`src/rtl/load_store_unit.sv`:
```
`default_nettype none
// ============================================================================
// load_store_unit : single-outstanding data-memory load/store unit
// Rev 1.0
// ============================================================================

package lsu_pkg;
  typedef enum logic [3:0] {
    LSU_NOP = 4'd0,
    LSU_LB  = 4'd1,
    LSU_LH  = 4'd2,
    LSU_LW  = 4'd3,
    LSU_LBU = 4'd4,
    LSU_LHU = 4'd5,
    LSU_SB  = 4'd6,
    LSU_SH  = 4'd7,
    LSU_SW  = 4'd8
  } lsuCtrl_e;
endpackage

module load_store_unit
  import lsu_pkg::*;
#(
  parameter int ADDR_W = 32
) (
  input  logic              clk,
  input  logic              rst_n,
  input  logic              in_valid,
  input  logic              flush,
  input  lsuCtrl_e          lsu_ctrl,
  input  logic [ADDR_W-1:0] addr,
  input  logic [31:0]       wdata,
  output logic              stall,
  output logic              done,
  output logic [31:0]       load_data,
  output logic              misaligned,
  output logic              dmem_req_valid,
  input  logic              dmem_req_ready,
  output logic [ADDR_W-1:0] dmem_addr,
  output logic              dmem_we,
  output logic [3:0]        dmem_wstrb,
  output logic [31:0]       dmem_wdata,
  input  logic              dmem_rsp_valid,
  input  logic [31:0]       dmem_rdata
);

  typedef enum logic [1:0] {
    ST_IDLE = 2'd0,
    ST_REQ  = 2'd1,
    ST_RSP  = 2'd2,
    ST_DONE = 2'd3
  } state_e;

  state_e            state_q, state_d;
  lsuCtrl_e          op_q, op_d;
  logic [1:0]        off_q, off_d;
  logic [ADDR_W-1:0] waddr_q, waddr_d;
  logic              we_q, we_d;
  logic [3:0]        wstrb_q, wstrb_d;
  logic [31:0]       wdata_q, wdata_d;
  logic [31:0]       load_data_q, load_data_d;

  logic        is_store, is_half, is_word, bad_align, start, accept;
  logic [3:0]  fmt_strb;
  logic [31:0] fmt_wdata;
  logic [7:0]  rd_byte;
  logic [15:0] rd_half;
  logic [31:0] ext_data;

  // start is gated by rst_n so stall/misaligned read zero while reset is held
  always_comb begin
    is_store  = lsu_ctrl inside {LSU_SB, LSU_SH, LSU_SW};
    is_half   = lsu_ctrl inside {LSU_LH, LSU_LHU, LSU_SH};
    is_word   = lsu_ctrl inside {LSU_LW, LSU_SW};
    bad_align = (is_half & addr[0]) | (is_word & (addr[1:0] != 2'b00));
    start     = rst_n & in_valid & ~flush & (lsu_ctrl != LSU_NOP) & (state_q == ST_IDLE);
    accept    = start & ~bad_align;

    fmt_strb  = 4'b0000;
    fmt_wdata = 32'h0000_0000;
    case (lsu_ctrl)
      LSU_SB: begin
        fmt_strb  = 4'b0001 << addr[1:0];
        fmt_wdata = {4{wdata[7:0]}};
      end
      LSU_SH: begin
        fmt_strb  = 4'b0011 << addr[1:0];
        fmt_wdata = {2{wdata[15:0]}};
      end
      LSU_SW: begin
        fmt_strb  = 4'b1111;
        fmt_wdata = wdata;
      end
      default: ;
    endcase
  end

  always_comb begin
    rd_byte  = dmem_rdata[{off_q, 3'b000} +: 8];
    rd_half  = off_q[1] ? dmem_rdata[31:16] : dmem_rdata[15:0];
    ext_data = dmem_rdata;
    case (op_q)
      LSU_LB:  ext_data = {{24{rd_byte[7]}}, rd_byte};
      LSU_LBU: ext_data = {24'h0, rd_byte};
      LSU_LH:  ext_data = {{16{rd_half[15]}}, rd_half};
      LSU_LHU: ext_data = {16'h0, rd_half};
      default: ;
    endcase
  end

  always_comb begin
    state_d     = state_q;
    op_d        = op_q;
    off_d       = off_q;
    waddr_d     = waddr_q;
    we_d        = we_q;
    wstrb_d     = wstrb_q;
    wdata_d     = wdata_q;
    load_data_d = load_data_q;
    case (state_q)
      ST_IDLE: begin
        if (accept) begin
          state_d = ST_REQ;
          op_d    = lsu_ctrl;
          off_d   = addr[1:0];
          waddr_d = {addr[ADDR_W-1:2], 2'b00};
          we_d    = is_store;
          wstrb_d = fmt_strb;
          wdata_d = fmt_wdata;
        end
      end
      ST_REQ: begin
        if (dmem_req_ready) state_d = ST_RSP;
      end
      ST_RSP: begin
        if (dmem_rsp_valid) begin
          state_d = ST_DONE;
          if (!we_q) load_data_d = ext_data;
        end
      end
      ST_DONE: state_d = ST_IDLE;
      default: state_d = ST_IDLE;
    endcase
  end

  always_ff @(posedge clk or negedge rst_n) begin
    if (!rst_n) begin
      state_q     <= ST_IDLE;
      op_q        <= LSU_NOP;
      off_q       <= 2'b00;
      waddr_q     <= '0;
      we_q        <= 1'b0;
      wstrb_q     <= 4'b0000;
      wdata_q     <= 32'h0000_0000;
      load_data_q <= 32'h0000_0000;
    end else begin
      state_q     <= state_d;
      op_q        <= op_d;
      off_q       <= off_d;
      waddr_q     <= waddr_d;
      we_q        <= we_d;
      wstrb_q     <= wstrb_d;
      wdata_q     <= wdata_d;
      load_data_q <= load_data_d;
    end
  end

  assign misaligned     = start & bad_align;
  assign stall          = accept | (state_q == ST_REQ) | (state_q == ST_RSP);
  assign done           = (state_q == ST_DONE);
  assign load_data      = load_data_q;
  assign dmem_req_valid = (state_q == ST_REQ);
  assign dmem_addr      = waddr_q;
  assign dmem_we        = we_q;
  assign dmem_wstrb     = wstrb_q;
  assign dmem_wdata     = wdata_q;

endmodule

`default_nettype wire

```
`config.mk`:
```
export PLATFORM = sky130hd
export DESIGN_NAME = load_store_unit
export DESIGN_NICKNAME = d
export VERILOG_FILES = /design/src/rtl/load_store_unit.sv
export SDC_FILE = /design/constraint.sdc
export NUM_CORES = 1
export LEC_CHECK = 0
export ABC_AREA = 1
export BUFFER_PORTS_ARGS = -buffer_cell sky130_fd_sc_hd__buf_2
export CAP_MARGIN = 20
export CORE_UTILIZATION = 42
export DETAILED_ROUTE_END_ITERATION = 8
export PLACE_DENSITY = 0.7
export SYNTH_ARGS = -nofsm -noshare
export SYNTH_HDL_FRONTEND = slang
export SYNTH_SLANG_ARGS = --single-unit
```
`constraint.sdc`:
```
create_clock -name clk -period 2.4 [get_ports clk]
set_clock_uncertainty 0.15 [all_clocks]
set_input_delay 0.24 -clock clk [delete_from_list [all_inputs] [get_ports clk]]
set_output_delay 0.24 -clock clk [all_outputs]
set_load 0.005 [all_outputs]
```
==> results.py, run 1 <==
metrics = {
    "cts": {
        "h-tree-depth": 3,
        "clk_pin_slew_ps": 80,
        "clockBufferDepth": 2,
        "cts_made_buffers": 9,
        "cts_sinks": 107,
        "tritoncts": "yes",
        "cts_root_buffer": "clkbuf_16",
        "clk_latency_ps": 360,
    },
    "yosys": {
        "yosysWarningCount": 0,
        "synth_seq_area_share_pct": 48.6,
        "synth_compound_area_share_pct": 9.17,
        "synth_cells": 771,
        "synth-xor-area-share_pct": 0,
        "ys_seq_elements": 107,
        "syn_area_per_cell_um2": 7.15,
        "synth.area.mux_share_pct": 0,
        "synthSimpleGateAreaFrac_pct": 35.1,
        "synth_cell_types": 31,
        "synth_fa_ha_area_share_pct": 1.13,
        "synth_top_family_by_area": "simple AND/OR/NAND/NOR gates",
        "synth_area_um2": 5510,
    },
    "pwr": {
        "pwr-share-clk_pct": 18.8,
        "power.switching_mw": 3.15,
        "p_total_mw": 7.88,
        "powerDensity_nw_per_um2": 1050,
        "p_comb_share_pct": 43.7,
        "ir_worst_vdd_uv": 518,
        "swShare_pct": 40.0,
        "leakagePower_nw": 4.23,
        "seqPwrFrac_pct": 37.5,
        "internal_power_mw": 4.73,
    },
    "critical_path": {
        "rrSetupSlack_ps": 360,
        "critical_path_class": "reg -> out",
        "path_max_fanout": 4,
        "r2r_start": "state_q[0]",
        "reg2reg_to": "dmem_wdata[6]",
        "worstPathRequired_ps": 2010,
        "startpoint_type": "register",
        "ff2ff_path_depth": 9,
        "arrival_ps": 1820,
        "cp-end-kind": "output port",
    },
    "detailed_routing": {
        "viasPerCell": 4.81,
        "first_pass_iters": 4,
        "drc": 0,
        "drt-total-wl_um": 16100,
        "drt-initial-drc-count": 349,
        "vias": 5727,
        "ant_nets": 0,
        "wire_per_inst_um": 13.5,
    },
    "timing": {
        "worstMarginPinSlew_ps": 601,
        "rsz0062_at_grt": "no",
        "finalHoldViolations": 0,
        "slew_headroom_pct": 59.9,
        "hold_slack_ps": 9.13,
        "timing.final.crit_share_pct": 92.2,
        "drv_slew": 0,
        "fin_ws_ps": 187,
        "fin_setup_tns_ps": 0,
        "period_minus_slack_ps": 2210,
        "fmax_ghz": 0.452,
        "setup_viol": 0,
    },
    "floorplanning": {
        "start_util_pct": 43.3,
        "die_w_um": 117,
        "coreArea_um2": 12700,
        "ios": 211,
        "die_area_um2": 13600,
        "fp-row-count": 41,
        "die_h_um": 117,
    },
    "placement": {
        "routabilityCongestion": 0.862,
        "post-place-ws_ps": 318,
        "io_buffers": 208,
        "dpl.hpwl_um": 11400,
        "placed_area_um2": 6740,
    },
    "global_route": {
        "grt_overflow": 0,
        "grt_pass1_vias": 5463,
        "antenna_found_initial": 1,
        "grt_pass1_wl_um": 25400,
        "grt_use_total_pct": 24.3,
        "grt_max_degree": 108,
    },
    "layout": {
        "fin_nets": 1124,
        "post-route-cell-area_um2": 7470,
        "drive_above_1_share_pct": 25.6,
        "area_delta_synth_final_pct": 35.4,
    },
    "worst_hold_path": {
        "hp-class": "in -> reg",
        "hold_start": "lsu_ctrl[0]",
        "holdPathEnd": "op_q[0]",
        "worstHoldPathCells": 3,
    },
    "job": {
        "max_cap_viol_count": 0,
    },
    "run_status": {
        "outcome": "finished, final reports clean",
    },
}
[layer usage]
layer / part of all wire [%] / global-route usage [%] / vias up
li1: - / - / 2878
met1: 43 / 30.5 / 2608
met2: 47 / 39.6 / 212
met3: 8.1 / 6.95 / 29
met4: 2.4 / 9.54 / 0
met5: 0 / 0 / -
[cell usage after synthesis]
cell / number / area (um2)
nor2_4: 1 / 11.3
or2_2: 2 / 12.5
o21ai_0: 54 / 270
nand4_2: 1 / 12.5
nand3_1: 23 / 115
nand2_1: 381 / 1430
nand3_2: 1 / 10.0
a31oi_1: 1 / 6.26
conb_1: 1 / 3.75
inv_2: 5 / 18.8
o21ai_1: 12 / 60.1
and2_1: 1 / 6.26
buf_1: 3 / 11.3
o22ai_1: 1 / 6.26
nand2_4: 1 / 11.3
nand4_1: 2 / 12.5
o211ai_1: 1 / 7.51
inv_1: 33 / 124
a21boi_0: 1 / 7.51
a21oi_1: 19 / 95.1
a21o_1: 7 / 52.6
nor2_1: 70 / 263
ha_1: 5 / 62.6
nor2_2: 3 / 18.8
dfrtp_1: 107 / 2680
buf_6: 2 / 22.5
nand3_4: 1 / 17.5
nand2_2: 2 / 12.5
buf_2: 16 / 80.1
buf_4: 6 / 45.0
clkbuf_1: 8 / 30.0
[power by group through the flow]
stage,clock [mW],sequential (mW),combinational (mW)
floorplan,0,3.02,2.00
global placement,0,2.97,3.34
detailed placement,0,2.97,3.41
CTS,1.51,2.96,3.46
global route,1.57,3.04,3.99
finish,1.48,2.96,3.44
[cell families (layout without fill, tap and decap cells)]
group                      Yosys count  count (layout)
and+or+nand+nor                    489             489
DFF                                107             107
AOI/OAI and AO/OA                   96              96
buffers and inverters               73             319
adders and majority gates            5               5
other                                1               3
[through the flow]
stage / utilization [%] / instances
floorplan: - / 772
global placement: 52.9 / 1129
detailed placement: 52.9 / 1129
CTS: 58.3 / 1184
global route: 58.7 / 1190
finish: 58.7 / 1191
[layout by cell type, fill, tap and decap left out, drive strengths merged, types with 4 or more instances in the layout]
master and n:
dfrtp 107, inv 41, ha 5, clkinv 4, nand3 25, a21oi 19
nor2 74, buf 226, clkbuf 9, nand2 384, dlygate4sd3 39, o21ai 66
a21o 7
[flip-flops by register name, summed over array words and instances, names as in the netlist]
register / cells
dmem_addr: 30
dmem_wdata: 32
dmem_we: 1
dmem_wstrb: 4
load_data: 32
off_q: 2
op_q: 4
state_q: 2
[area by class of cell]
class	instances	area, um2
clock inverter	7	70.1
fill	1242	5250
tap	172	215
antenna	1	2.50
sequential	107	2680
clock buffer	9	225
multi-input combinational	592	2530
timing repair buffer	265	1610
inverter	38	143
[worst max-delay path, cell delays in order, from the launching register on]
cell and delay, ps:
dfrtp_1 430, inv_1 120, ha_1 200, nand4_1 140
nor2_2 190, a21boi_0 230, buf_2 170
[timing repair]
item | in CTS | in global routing
resized for setup | 0 | 0
hold endpoints to repair | 145 | 0
buffers inserted | 0 | 6
endpoints found under the setup margin | 0 | 1
hold buffers | 39 | 0
[worst max path at each step]
stage	from	endpoint	slack (ps)	depth (start not counted)
floorplan	state_q[0]	stall	550	9
CTS	state_q[0]	stall	120	7
global route	state_q[0]	misaligned	70	6
detailed placement	state_q[0]	dmem_wdata[8]	320	8
global placement	state_q[1]	op_q[3]	420	8
finish	state_q[0]	misaligned	190	6
Note: power is estimated with default switching activity, not from simulation.
==> inputs of run 2 (changes only) <==
- PLACE_DENSITY: 0.7 -> 0.68
==> run 2 against run 1 <==
Effect of this change: clock-buffer cell count unchanged; sequential power about the same; critical path depth unchanged; non-clock buffer count decreased by 2; first-iteration DRC count decreased by 18%; critical endpoint unchanged.
==> results.py, run 2 (synthesis results as in run 1) <==
metrics = {
    "cts": {
        "cts_made_buffers": 9,
        "tritoncts": "yes",
        "cts_sinks": 107,
        "h-tree-depth": 3,
        "clk_latency_ps": 360,
        "cts_root_buffer": "clkbuf_16",
        "clk_pin_slew_ps": 80,
        "clockBufferDepth": 2,
    },
    "detailed_routing": {
        "dr_wl_met3_um": 1300,
        "wire_per_inst_um": 13.9,
        "top_layer": "met4",
        "wirelength_met1_um": 7030,
        "ant_nets": 0,
        "drc": 0,
        "first_pass_iters": 6,
        "drt-initial-drc-count": 287,
        "drt-total-wl_um": 16500,
        "vias": 5786,
        "routed-wl-met2_um": 7900,
        "viasPerCell": 4.87,
    },
    "layout": {
        "drive_above_1_share_pct": 25.6,
        "antenna_cells": 0,
        "final_common_cell": "nand2_1",
        "mostFrequentLayoutCells": "nand2_1 (381), buf_2 (207), dfrtp_1 (107)",
        "post-route-cell-area_um2": 7480,
        "area_delta_synth_final_pct": 35.6,
        "fin_nets": 1123,
        "final_util_pct": 58.8,
    },
    "pwr": {
        "powerDensity_nw_per_um2": 1060,
        "ir_worst_vdd_uv": 507,
        "p_total_mw": 7.89,
        "leakagePower_nw": 4.22,
    },
    "critical_path": {
        "rrSetupSlack_ps": 300,
        "critical_path_class": "reg -> out",
        "worstPathRequired_ps": 2010,
        "cp-end-kind": "output port",
        "arrival_ps": 1920,
        "startpoint_type": "register",
        "crit_chain": "inv_1 -> ha_1 -> nand4_1 -> nor2_4 -> a21boi_0 -> buf_2",
        "path_max_fanout": 4,
        "cp_slowest_stage_delay_ps": 430,
        "crit_slowest_cell": "dfrtp_1",
    },
    "timing": {
        "worstMarginPinSlew_ps": 589,
        "timing.final.crit_share_pct": 96.3,
        "fin_setup_tns_ps": 0,
        "fin_ws_ps": 90.0,
        "drv_slew": 0,
        "fmax_ghz": 0.433,
        "period_minus_slack_ps": 2310,
        "slew_headroom_pct": 60.8,
        "finalHoldViolations": 0,
        "setup_viol": 0,
    },
    "job": {
        "max_cap_viol_count": 0,
    },
    "floorplanning": {
        "ios": 211,
        "die_h_um": 117,
        "die_area_um2": 13600,
        "coreArea_um2": 12700,
        "fp-row-count": 41,
        "start_util_pct": 43.3,
        "die_w_um": 117,
    },
    "run_status": {
        "outcome": "finished, final reports clean",
    },
    "worst_hold_path": {
        "hp-class": "in -> reg",
    },
    "global_route": {
        "grt_pass1_wl_um": 26100,
        "grt_max_degree": 108,
        "grt_pass1_vias": 5444,
        "grt_use_total_pct": 24.8,
        "antenna_found_initial": 0,
        "grt_overflow": 0,
    },
    "placement": {
        "post-place-ws_ps": 233,
        "placed_area_um2": 6760,
        "io_buffers": 208,
        "dpl.hpwl_um": 11400,
        "routabilityCongestion": 0.856,
    },
}
-- run 2: critical path: cells and delay by family, from the launching register on --
family | cells | cell delay, ps
AND/OR/NAND/NOR | 2 | 350
adder cells (fa/ha/maj) | 1 | 190
AO/OA/AOI/OAI | 1 | 280
buffers and inverters | 2 | 310
flip-flops | 1 | 430
-- run 2: final timing paths --
kind                         startpoint            end  cells after the start
min reg2reg                load_data[0]   load_data[0]                      2
min in group asynchronous         rst_n  load_data[18]                      3
max                          state_q[0]     misaligned                      6
min                         lsu_ctrl[0]        op_q[0]                      3
max in group asynchronous         rst_n  dmem_addr[20]                      3
max reg2reg                  state_q[0]  dmem_wdata[8]                      9
-- run 2: where the power goes --
| group | switching (mW) | leakage (nW) | internal [mW] |
|---|---|---|---|
| combinational | 1.99 | 2.72 | 1.48 |
| clock | 0.727 | 0.139 | 0.724 |
| sequential | 0.440 | 1.36 | 2.53 |
| total | 3.15 | 4.22 | 4.74 |
-- run 2: area by class of cell --
cell class                 instances  area (um2)
inverter                          38         143
clock buffer                       9         225
tap                              172         215
clock inverter                     7        58.8
multi-input combinational        593        2540
fill                            1267        5240
sequential                       107        2680
timing repair buffer             263        1620
-- run 2: routing by layer --
layer	vias to the layer above	GRT usage (%)
li1	2871	-
met1	2677	30.6
met2	210	42.3
met3	28	6.90
met4	0	7.43
met5	-	0
-- run 2: repair_timing --
action	CTS	global route
resized for setup	0	1
setup endpoints to repair	0	1
endpoints found under the hold margin	145	0
setup buffers	0	4
hold buffers	39	0
-- run 2: per-stage QoR --
step / hold slack (ps) / instances
after global routing: 20.4 / 1189
final: 13.3 / 1189
after CTS: 4.82 / 1184
after detailed placement: 256 / 1129
after global placement: 256 / 1129
after floorplan: -206 / 772
